`src/rtl/pll_sup_pkg.sv`:
```
// Shared types and sizing helpers for the PLL lock supervisor.
package pll_sup_pkg;

    typedef enum logic [2:0] {
        IDLE      = 3'd0,
        RESET     = 3'd1,
        WAIT_LOCK = 3'd2,
        STABLE    = 3'd3,
        RUN       = 3'd4,
        FAULT     = 3'd5
    } pll_sup_state_e;

    // Larger of two sizing values.
    function automatic int unsigned max2(input int unsigned a, input int unsigned b);
        return (a > b) ? a : b;
    endfunction

    // Bits needed to hold 0..max_val without overflow; never less than 1.
    function automatic int unsigned cnt_width(input int unsigned max_val);
        return (max_val == 0) ? 1 : $clog2(max_val + 1);
    endfunction

endpackage

```
`src/rtl/pll_lock_supervisor_sync_2ff.sv`:
```
// Generic two-flop synchronizer, reset value 0.
module sync_2ff #(
    parameter int unsigned WIDTH = 1
) (
    input  logic             clk,
    input  logic             rst_n,
    input  logic [WIDTH-1:0] d,
    output logic [WIDTH-1:0] q
);

    logic [WIDTH-1:0] meta;

    // First flop absorbs metastability, second presents a settled value.
    always_ff @(posedge clk or negedge rst_n) begin
        if (!rst_n) begin
            meta <= '0;
            q    <= '0;
        end else begin
            meta <= d;
            q    <= meta;
        end
    end

endmodule

```
`src/rtl/pll_lock_supervisor.sv`:
```
// PLL reset sequencing, lock qualification, retry and core reset release.
module pll_lock_supervisor
    import pll_sup_pkg::*;
#(
    parameter int unsigned RST_PULSE_CYCLES    = 16,
    parameter int unsigned LOCK_STABLE_CYCLES  = 1024,
    parameter int unsigned LOCK_TIMEOUT_CYCLES = 74250,
    parameter int unsigned MAX_RETRIES         = 3
) (
    input  logic       clk_74a,
    input  logic       reset_n,
    input  logic       enable,
    input  logic       pll_locked,
    output logic       pll_rst,
    output logic       core_reset_n,
    output logic       ready,
    output logic       fault,
    output logic [3:0] retry_count,
    output logic [7:0] lock_loss_count
);

    localparam int unsigned TW = cnt_width(max2(RST_PULSE_CYCLES, LOCK_TIMEOUT_CYCLES));
    localparam int unsigned SW = cnt_width(LOCK_STABLE_CYCLES);

    pll_sup_state_e state_q, state_d;
    logic [TW-1:0]  timer_q, timer_d;
    logic [SW-1:0]  stable_q, stable_d;
    logic [3:0]     retry_d;
    logic [7:0]     loss_d;
    logic           pll_rst_d, core_reset_n_d, ready_d, fault_d;
    logic           locked_s;

    sync_2ff #(.WIDTH(1)) u_lock_sync (
        .clk   (clk_74a),
        .rst_n (reset_n),
        .d     (pll_locked),
        .q     (locked_s)
    );

    // Next state, counters and the outputs belonging to the state being entered.
    always_comb begin
        state_d  = state_q;
        timer_d  = timer_q;
        stable_d = stable_q;
        retry_d  = retry_count;
        loss_d   = lock_loss_count;

        if (!enable) begin
            state_d = IDLE;
            timer_d = '0;
        end else begin
            case (state_q)
                IDLE: begin
                    state_d = RESET;
                    timer_d = '0;
                end
                RESET: begin
                    if (timer_q >= TW'(RST_PULSE_CYCLES - 1)) begin
                        state_d = WAIT_LOCK;
                        timer_d = '0;
                    end else begin
                        timer_d = timer_q + TW'(1);
                    end
                end
                WAIT_LOCK: begin
                    if (locked_s) begin
                        state_d  = STABLE;
                        stable_d = SW'(1);
                    end else if (timer_q >= TW'(LOCK_TIMEOUT_CYCLES - 1)) begin
                        retry_d = (retry_count == 4'hF) ? retry_count : retry_count + 4'd1;
                        timer_d = '0;
                        state_d = (32'(retry_d) == MAX_RETRIES) ? FAULT : RESET;
                    end else begin
                        timer_d = timer_q + TW'(1);
                    end
                end
                STABLE: begin
                    if (!locked_s) begin
                        state_d = WAIT_LOCK;
                        timer_d = '0;
                    end else if (stable_q >= SW'(LOCK_STABLE_CYCLES)) begin
                        state_d = RUN;
                    end else begin
                        stable_d = stable_q + SW'(1);
                    end
                end
                RUN: begin
                    if (!locked_s) begin
                        state_d = RESET;
                        timer_d = '0;
                        retry_d = 4'd0;
                        loss_d  = (lock_loss_count == 8'hFF) ? lock_loss_count
                                                              : lock_loss_count + 8'd1;
                    end
                end
                FAULT: begin
                    state_d = FAULT;
                end
                default: begin
                    state_d = IDLE;
                    timer_d = '0;
                end
            endcase
        end

        // A fresh bring-up always starts with a clean retry history.
        if (state_d == IDLE) begin
            retry_d = 4'd0;
        end

        pll_rst_d      = (state_d == IDLE) || (state_d == RESET) || (state_d == FAULT);
        core_reset_n_d = (state_d == RUN);
        ready_d        = (state_d == RUN);
        fault_d        = (state_d == FAULT);
    end

    // State, counters and registered outputs.
    always_ff @(posedge clk_74a or negedge reset_n) begin
        if (!reset_n) begin
            state_q         <= IDLE;
            timer_q         <= '0;
            stable_q        <= '0;
            retry_count     <= 4'd0;
            lock_loss_count <= 8'd0;
            pll_rst         <= 1'b1;
            core_reset_n    <= 1'b0;
            ready           <= 1'b0;
            fault           <= 1'b0;
        end else begin
            state_q         <= state_d;
            timer_q         <= timer_d;
            stable_q        <= stable_d;
            retry_count     <= retry_d;
            lock_loss_count <= loss_d;
            pll_rst         <= pll_rst_d;
            core_reset_n    <= core_reset_n_d;
            ready           <= ready_d;
            fault           <= fault_d;
        end
    end

endmodule

```
`config.mk`:
```
export PLATFORM = sky130hd
export DESIGN_NAME = pll_lock_supervisor
export DESIGN_NICKNAME = d
export VERILOG_FILES = /design/src/rtl/pll_sup_pkg.sv /design/src/rtl/pll_lock_supervisor_sync_2ff.sv /design/src/rtl/pll_lock_supervisor.sv
export SDC_FILE = /design/constraint.sdc
export NUM_CORES = 1
export LEC_CHECK = 0
export ABC_AREA = 1
export BUFFER_PORTS_ARGS = -buffer_cell sky130_fd_sc_hd__buf_2
export CAP_MARGIN = 20
export CORE_MARGIN = 5
export CORE_UTILIZATION = 60
export DETAILED_ROUTE_END_ITERATION = 10
export PLACE_DENSITY = 0.79
export SYNTH_ARGS = -nofsm -noshare
export SYNTH_HDL_FRONTEND = slang
export SYNTH_SLANG_ARGS = --single-unit
```
`constraint.sdc`:
```
create_clock -name clk_74a -period 2.38 [get_ports clk_74a]
set_clock_uncertainty 0.15 [all_clocks]
set_input_delay 0.238 -clock clk_74a [delete_from_list [all_inputs] [get_ports clk_74a]]
set_output_delay 0.238 -clock clk_74a [all_outputs]
set_load 0.01 [all_outputs]
```
==> results by group, run 1 <==
STA
  • Fmax: 518 MHz
  • Setup_tns: 0 ns
  • Hold Vio Cnt, Final: 0
  • Worst-Margin Slew: slightly below 0.6 ns
  • Fin. max-slew vios: 0
  • Min cycle time layout: 1.93 ns
  • Final setup viols: 0
  • RSZ-0062 raised after global routing: false
  • Slew HR: 61.3%
  • Tcrit/Tclk final: around 80%

Logic synthesis
  • Syn_nets: around 420
  • Synth Register Bits: 48
  • Syn avg cell area: 7.47 sq um
  • Post-synthesis instance area: 3090 sq um
  • FFs w/ async S/R, synth: 100%
  • YS warnings: 0
  • Seq/Total Area, Yosys: 39.0%
  • Synth cell types: 38
  • Number of synthesized flops with an enable pin: 0
  • Post-Syn Instances: 413
  • Most common flop cell mapped by yosys: dfrtp_1

Layout
  • Share of cells above drive strength 1: 17.4%
  • Most frequent cells in the layout: nand2_1, nor2_1, dfrtp_1
  • Final Non-Filler Cells: between 500 and 600
  • Ant diodes: 0
  • Commonest non-fill, non-tap cell in the layout: nand2_1
  • Fin util: 66.4%
  • Area Overhead vs Synth: 8.56%
  • Fin nets: 444
  • Fin area: around 3300 sq um
  • Fillcell total: 444

Placed design
  • Placed Area: 3240 sq um
  • Post-Place Cells: 496
  • Post-DP HPWL: 4930 um
  • Final RePlAce weighted congestion: 0.929
  • PortBufs: 19

Clock network
  • Clk sinks: 48
  • CTS root buffer: clkbuf_8
  • Clk slew on worst S/H paths: 0.08 ns
  • Clock tree buffer depth: 2
  • Clk Latency, worst-skew pair: 0.30 ns
  • Post-CTS sizing: 0
  • Hold Buf Count CTS: 2
  • H-tree levels: 2
  • Postcts setup bufs: 0
  • CTS tree: yes
  • Num CTS Buffers: 5

Floorplan
  • Die W: roughly 82 um
  • Die Height: 81.7 um
  • CORE AREA: 5040 sq um
  • Initial Util: between 60% and 70%
  • Ports: 20
  • Die area: around 6700 sq um
  • Cell row count: 26

Detailed routing
  • DR iter-0 viols: 111
  • Antenna-violating nets left: 0
  • Mean routed wirelength per cell: 12.7 um
  • # DRC: 0
  • Via count: roughly 2,700
  • Routed WL: about 6400 um
  • Pre-Repair DR Iteration Count: 5
  • Via density: 5.29

Power and ir drop
  • Overall power: 0.00137 W
  • VDD IR max: 0.338 mV
  • Cell Pwr Density: 410 nW/um^2
  • Leakage: 1.70 nW

Hold path
  • HP Class: in2reg

Critical path
  • Largest fanout on the critical path: 6
  • Crit start category: register
  • Type of the worst setup path: reg2reg
  • Critical Path End Type: register
  • Worst EP required: 2.47 ns
  • Data arrival, critical path: 2.02 ns

GRT
  • GR Overflow Total: 0
  • Number of global-route vias before repair: 2,631
  • Pin count of the biggest net entering global routing: 27
  • First-pass GRT wire length: 11,500 um
  • Gr usage total: 22.1%
  • Initial antenna violation count: 0

Status
  • Status: completed

Flow run
  • Max capacitance violation total: 0
## metrics by stage
step	worst slack [ns]	hold slack [ns]
2_1_floorplan	0.704	-0.208
3_3_place_gp	0.518	0.113
3_5_place_dp	0.500	0.123
4_1_cts	0.473	0.180
5_1_grt	0.239	0.190
6_report	0.449	0.199
## cells by family (layout without fill, tap and decap cells)
kind of cell | Yosys count | count (layout) | share of synthesized area (%)
xor gates and xnor gates | 18 | 18 | 5.11
AOI/OAI and AO/OA | 32 | 32 | 6.37
muxes | 1 | 1 | 0.365
and+or+nand+nor | 251 | 251 | 39.4
DFF | 48 | 48 | 39.0
buffers and inverters | 58 | 81 | 7.75
adders and majority gates | 5 | 5 | 2.03
## path summary, 6_finish.rpt
check                                  from  cells after the start  slack [ns]            end
setup / recovery                 timer_q[0]                     10        0.45        pll_rst
hold / removal                       enable                      3        0.20    timer_q[15]
setup reg to reg                 timer_q[0]                     10        0.45        pll_rst
hold reg to reg            u_lock_sync.meta                      0        0.21  u_lock_sync.q
max in group asynchronous           reset_n                      3        1.17     timer_q[6]
min in group asynchronous           reset_n                      2        0.31     timer_q[9]
## sequential cells by signal, summed over array words and instances, names as in the netlist
name and flops:
u_lock_sync.q 1, retry_count 4, ready 1, timer_q 17
lock_loss_count 8, pll_rst 1, state_q 3, fault 1
u_lock_sync.meta 1, stable_q 11
## cell usage after synthesis (4+ instances only)
cell type  count  area (sq um)
xor2_1        16           140
o21ai_0        8          40.0
dfrtp_1       47          1180
inv_2          7          26.3
nor2_1        53           199
nand2_2        6          37.5
nand4_1       20           125
a21oi_1       13          65.1
inv_1         41           154
a21oi_2        4          35.0
nand2_4        4          45.0
nand2_1      110           413
nor2_2         7          43.8
nand3_1       29           145
ha_1           5          62.6
nor3_1         7          35.0
## report_power, final
part	internal [W]	total (W)	switching [W]
registers	0.000818	0.000823	0.00000469
logic	0.0000149	0.0000567	0.0000418
clock network	0.000232	0.000494	0.000262
total	0.00107	0.00137	0.000308
## metal layers
metal / GRT usage [%] / share of wire, % / vias up
met3: 4.06 / 3.5 / 10
met4: 7.81 / 1.5 / 0
met1: 27.5 / 45 / 1250
met2: 38.4 / 50 / 46
li1: - / - / 1369
met5: 0 / 0 / -
## worst max-delay path: stages, from the launching register on
cell	delay, ns
dfrtp_1	0.44
ha_1	0.26
nand3_1	0.15
nand3_1	0.10
nor2_1	0.18
nand4_1	0.15
nand2_1	0.09
inv_1	0.04
nand2_1	0.10
nand3_1	0.12
nand2_1	0.11
## final cells by class
type	instances	area, sq um	area share [%]
inverters	49	185	5.53
multi-input cells	307	1640	49.1
well taps	70	87.6	2.61
flip-flops and latches	48	1200	35.9
clock inverters	2	10.0	0.299
repair buffers	24	138	4.11
clock buffers	6	82.6	2.47
Note: power is estimated with default switching activity, not from simulation.
==> run 2, diff against run 1 <==
Clock period 2.38 ns to 2 ns, I/O delays scaled along.
==> run 2 against run 1 <==
Compared with the run above: worst hold slack got worse by 0.058 ns; clock-buffer cell count is 1 lower; core utilization increased by 1.1 points; register-to-register slack lost 0.35 ns; die area did not move; critical path depth did not move; via count increased by 0.64%; fmax rose by 1.6%; setup slack lost 0.35 ns; routed wire length up 3.5%; sequential power rose by 19%; global-route usage fell by 0.20 points; largest power group unchanged.
==> results by group, run 2 (synthesis results as in run 1) <==
Status
  • Status: completed

Hold path
  • Worst Min Path Start: enable
  • Worst min-delay path endpoint: state_q[1]
  • HP Class: in2reg
  • Hold Path Stages: 3 (unchanged)

STA
  • PnR worst setup slack: 0.0996 ns (-0.350 ns)
  • Tcrit/Tclk final: 95.0% (+14 points)
  • Min cycle time layout: 1.90 ns (-0.0304 ns)
  • Final hold slack: 0.141 ns (-0.0581 ns)
  • Final setup viols: 0 (unchanged)
  • Setup_tns: 0 ns (unchanged)
  • Hold Vio Cnt, Final: 0 (unchanged)
  • Slew HR: 70.3% (+9.0 points)
  • Fin. max-slew vios: 0 (unchanged)
  • Fmax: 526 MHz (+1.6%)
  • Worst-Margin Slew: 0.445 ns (-0.135 ns)

Floorplan
  • Die Height: 81.7 um (unchanged)
  • Cell row count: 26 (unchanged)
  • Ports: 20 (unchanged)
  • CORE AREA: 5040 sq um (unchanged)
  • Die area: 6680 sq um (unchanged)
  • Initial Util: 61.2% (unchanged)
  • Die W: 81.7 um (unchanged)

Power and ir drop
  • Leakage: 1.72 nW (+0.77%)
  • Combinational Power Share: 4.0% (about the same)
  • Sw Share: 21.6% (-0.87 points)
  • Cell Pwr Density: 510 nW/um^2 (+24%)
  • Clock share of power: 39.5% (+3.6 points)
  • Sequential power share: 56.5% (-3.4 points)
  • Int Pwr: 0.00136 W (+28%)
  • Sw Pwr: 0.000375 W (+22%)
  • VDD IR max: 0.357 mV (+5.7%)

Critical path
  • CP dominant cell by count: nand2_1
  • Crit start category: register
  • Critical Path End Type: register
  • CP delay by family, top: simple AND/OR/NAND/NOR gates
  • RR Startpoint: retry_count[0]
  • Worst R2R Path Depth: 10 (unchanged)
  • R2R Setup Slk: 0.1 ns (-0.35 ns)
  • Worst EP required: 2.08 ns (-0.39 ns)
  • Largest fanout on the critical path: 5 (-1)
  • Slowest cell on the critical path: dfrtp_1
  • Slowest stage delay, CP: 0.43 ns (about the same)
  • R2R Path End: pll_rst
  • Cell breakdown of the critical path: ha_1 -> nand3_2 -> xor2_1 -> nand2_1 -> nor2_1 -> nand2_1 -> nand2_1 -> nand2_1 -> nand2_1 -> nand2_1
  • Bufs and invs on worst path: 0 (-1)
  • Data arrival, critical path: 1.98 ns (-0.04 ns)
  • Type of the worst setup path: reg2reg

GRT
  • Number of global-route vias before repair: 2,631 (unchanged)
  • First-pass GRT wire length: 11,400 um (-0.42%)
  • Gr usage total: 21.9% (-0.20 points)
  • GR Overflow Total: 0 (unchanged)
  • Pin count of the biggest net entering global routing: 27 (unchanged)
  • Initial antenna violation count: 0 (unchanged)

Clock network
  • Clk slew on worst S/H paths: 0.09 ns (about the same)
  • Postcts setup bufs: 0 (unchanged)
  • H-tree levels: 2 (unchanged)
  • Num CTS Buffers: 5 (unchanged)
  • Clk Latency, worst-skew pair: 0.30 ns (about the same)
  • Clk sinks: 48 (unchanged)
  • Clock tree buffer depth: 2 (unchanged)
  • CTS root buffer: clkbuf_8
  • CTS tree: yes

Layout
  • Area Overhead vs Synth: 10.3%
  • Max reg flops: 17 (unchanged)
  • Fin area: 3400 sq um (+1.6%)
  • Largest registers: timer_q x17, stable_q x11, lock_loss_count x8
  • Fin nets: 447 (+0.68%)
  • Most frequent cells in the layout: nand2_1, nor2_1, dfrtp_1
  • Share of cells above drive strength 1: 18.9% (+1.5 points)
  • Commonest non-fill, non-tap cell in the layout: nand2_1
  • Largest register by flop count: timer_q
  • Ant diodes: 0 (unchanged)

Placed design
  • Placed Area: 3250 sq um (+0.46%)
  • PortBufs: 19 (unchanged)
  • Pre-CTS WS: 0.126 ns (-0.373 ns)
  • Final RePlAce weighted congestion: 0.944 (+1.6%)
  • Post-DP HPWL: 4930 um (about the same)

Detailed routing
  • DR iter-0 viols: 152 (+37%)
  • # DRC: 0 (unchanged)
  • Mean routed wirelength per cell: 13.1 um (+2.9%)
  • Via count: 2,692 (+0.64%)
  • Antenna-violating nets left: 0 (unchanged)
  • Routed WL: 6650 um (+3.5%)
  • Pre-Repair DR Iteration Count: 4 (-1)
  • Via density: 5.29 (about the same)

Flow run
  • Max capacitance violation total: 0 (unchanged)
run 2: per-stage QoR:
stage | power, W | utilization (%) | std cells
floorplan | 0.00103 | - | 413
global placement | 0.00106 | 64.5 | 498
detailed placement | 0.00107 | 64.5 | 498
CTS | 0.00176 | 67.1 | 508
global route | 0.00182 | 67.5 | 509
finish | 0.00174 | 67.5 | 509
run 2: cell type report:
| type | instances | area (sq um) |
|---|---|---|
| tap | 70 | 87.6 |
| fill | 437 | 1640 |
| inverter | 49 | 185 |
| multi-input combinational | 308 | 1660 |
| sequential | 48 | 1200 |
| clock buffer | 5 | 68.8 |
| timing repair buffer | 26 | 153 |
| clock inverter | 3 | 42.5 |
run 2: timing repair:
item	4_1_cts	5_1_grt
resized for setup	0	7
hold buffers	2	0
endpoints found under the setup margin	0	9
hold endpoints to repair	19	0
run 2: how the worst max path moves through the flow:
stage | depth (start not counted) | start | end
floorplan | 10 | retry_count[0] | pll_rst
global placement | 10 | retry_count[0] | pll_rst
detailed placement | 11 | retry_count[0] | pll_rst
CTS | 11 | retry_count[0] | pll_rst
global route | 8 | timer_q[0] | timer_q[10]
finish | 10 | retry_count[0] | pll_rst
run 2: layer usage:
| metal | track usage [%] | wire, um | part of all wire (%) |
|---|---|---|---|
| met1 | 27.9 | 3030 | 46 |
| met2 | 38.1 | 3320 | 50 |
| met3 | 3.84 | 227 | 3.4 |
| met4 | 6.15 | 68 | 1.0 |
| met5 | 0 | 0 | 0 |
run 2: tightest hold or removal path, stage by stage:
cell	delay (ns)
buf_2	0.20
nand2_1	0.13
inv_1	0.04
run 2: power by group through the flow:
| stage | combinational [W] | clock [W] | sequential, W |
|---|---|---|---|
| floorplan | 0.0000330 | 0 | 0.000998 |
| global placement | 0.0000647 | 0 | 0.000999 |
| detailed placement | 0.0000659 | 0 | 0.000999 |
| CTS | 0.0000693 | 0.000714 | 0.000980 |
| global route | 0.0000788 | 0.000760 | 0.000982 |
| finish | 0.0000695 | 0.000687 | 0.000981 |
==> run 3, diff against run 2 <==
Clock period 2 ns to 2.2 ns, I/O delays scaled along.
==> run 3 against run 2 <==
Compared with the run above: global-route usage down 0.50 points; worst hold slack better by 0.023 ns; total power down 14%; flip-flop and latch count did not move; combinational power is 14% lower.
==> results by group, run 3 (synthesis results as in run 1) <==
Status
  • Status: completed

STA
  • RSZ-0062 raised after global routing: false
  • Slew HR: 60.4% (-9.9 points)
  • Setup_tns: 0 ns (unchanged)
  • PnR worst setup slack: 0.234 ns (+0.134 ns)
  • Tcrit/Tclk final: 89.4% (-5.7 points)
  • Hold Vio Cnt, Final: 0 (unchanged)
  • Final setup viols: 0 (unchanged)
  • Fin. max-slew vios: 0 (unchanged)
  • Min cycle time layout: 1.97 ns (+0.0657 ns)
  • Worst-Margin Slew: 0.593 ns (+0.148 ns)
  • Fmax: 509 MHz (-3.3%)

GRT
  • Number of global-route vias before repair: 2,521 (-4.2%)
  • Initial antenna violation count: 0 (unchanged)
  • GR Overflow Total: 0 (unchanged)
  • First-pass GRT wire length: 11,100 um (-2.7%)
  • Gr usage total: 21.4% (-0.50 points)
  • Pin count of the biggest net entering global routing: 49 (+81%)

Layout
  • Largest registers: timer_q x17, stable_q x11, lock_loss_count x8
  • Area Overhead vs Synth: 8.23%
  • Ant diodes: 0 (unchanged)
  • Commonest non-fill, non-tap cell in the layout: nand2_1
  • Area of the multi-input gates: 1640 sq um (-1.1%)
  • Share of cells above drive strength 1: 16.8% (-2.1 points)
  • Largest register by flop count: timer_q
  • Fillcell total: 452 (+3.4%)
  • Max reg flops: 17 (unchanged)
  • Fin nets: 443 (-0.89%)
  • Most frequent cells in the layout: nand2_1, nor2_1, dfrtp_1
  • Sequential Area: 1200 sq um (-0.21%)

Floorplan
  • Die Height: 81.7 um (unchanged)
  • CORE AREA: 5040 sq um (unchanged)
  • Initial Util: 61.2% (unchanged)
  • Die W: 81.7 um (unchanged)
  • Die area: 6680 sq um (unchanged)
  • Ports: 20 (unchanged)
  • Cell row count: 26 (unchanged)

Critical path
  • Largest fanout on the critical path: 5 (unchanged)
  • Data arrival, critical path: 2.05 ns (+0.07 ns)
  • Worst EP required: 2.28 ns (+0.20 ns)
  • Crit start category: register
  • Critical Path End Type: register
  • Type of the worst setup path: reg2reg

Clock network
  • Num CTS Buffers: 5 (unchanged)
  • CTS root buffer: clkbuf_8
  • Clk slew on worst S/H paths: 0.08 ns (about the same)
  • Postcts setup bufs: 0 (unchanged)
  • Clock tree buffer depth: 2 (unchanged)
  • Clk sinks: 48 (unchanged)
  • H-tree levels: 2 (unchanged)
  • CTS tree: yes
  • Clk Latency, worst-skew pair: 0.30 ns (about the same)

Power and ir drop
  • VDD IR max: 0.288 mV (-19%)
  • Cell Pwr Density: 446 nW/um^2 (-13%)
  • Leakage: 1.69 nW (-1.4%)

Placed design
  • PortBufs: 19 (unchanged)
  • Final RePlAce weighted congestion: 0.947 (+0.35%)
  • Pre-CTS WS: 0.239 ns (+0.113 ns)
  • Post-DP HPWL: 4840 um (-2.0%)

Detailed routing
  • Via density: 5.26 (-0.52%)
  • Pre-Repair DR Iteration Count: 5 (+1)
  • DR iter-0 viols: 197 (+30%)
  • Via count: 2,657 (-1.3%)
  • Antenna-violating nets left: 0 (unchanged)
  • Routed WL: 6410 um (-3.6%)
  • # DRC: 0 (unchanged)
  • Mean routed wirelength per cell: 12.7 um (-2.9%)

Flow run
  • Max capacitance violation total: 0 (unchanged)

Hold path
  • HP Class: in2reg
## run 3: repair_timing
action                                 CTS  global route
endpoints found under the hold margin   48             0
resized for setup                        0             0
hold buffers                             2             0
## run 3: path summary, 6_finish.rpt
check / slack (ns) / endpoint / depth (start not counted) / startpoint
setup / recovery: 0.23 / pll_rst / 10 / retry_count[0]
hold / removal: 0.16 / state_q[1] / 3 / enable
setup reg to reg: 0.23 / pll_rst / 10 / retry_count[0]
hold reg to reg: 0.21 / u_lock_sync.q / 0 / u_lock_sync.meta
max in group asynchronous: 1.10 / retry_count[0] / 3 / reset_n
min in group asynchronous: 0.39 / timer_q[9] / 3 / reset_n
## run 3: area by class of cell
| cell class | instances | area share, % |
|---|---|---|
| flip-flops and latches | 48 | 36.0 |
| repair buffers | 23 | 3.90 |
| inverters | 49 | 5.55 |
| multi-input cells | 307 | 49.2 |
| well taps | 70 | 2.62 |
| clock buffers | 8 | 2.70 |
## run 3: metal layers
layer	track usage, %	part of all wire, %	up-vias
met5	0	0	-
met4	7.31	1.7	0
met3	3.62	4.0	13
met2	35.9	49	63
met1	28.0	45	1221
li1	-	-	1360
## run 3: worst max-delay path: stages (launching register included)
cell and delay (ns):
dfrtp_1 0.43, ha_1 0.21, nand3_1 0.15, o21ai_0 0.31
nand2_1 0.10, nor2_1 0.13, nand2_1 0.08, nand2_1 0.10
nand2_1 0.09, nand2_1 0.10, nand2_1 0.05
## run 3: through the flow
step                      hold WS [ns]  cells  cell area (sq um)  util [%]  power (W)
after floorplan                 -0.226    413               3090         -   0.000937
after detailed placement         0.180    495               3230      64.0   0.000967
after global routing             0.168    505               3340      66.2    0.00157
after CTS                        0.156    505               3340      66.2    0.00151
final                            0.165    505               3340      66.2    0.00149
after global placement           0.180    495               3230      64.0   0.000965
## run 3: power breakdown
group	leakage, nW	switching [W]	internal, W	total, W
clock	0.0455	0.000281	0.000257	0.000538
sequential	0.640	0.00000579	0.000885	0.000891
combinational	1.01	0.0000448	0.0000150	0.0000598
total	1.69	0.000332	0.00116	0.00149
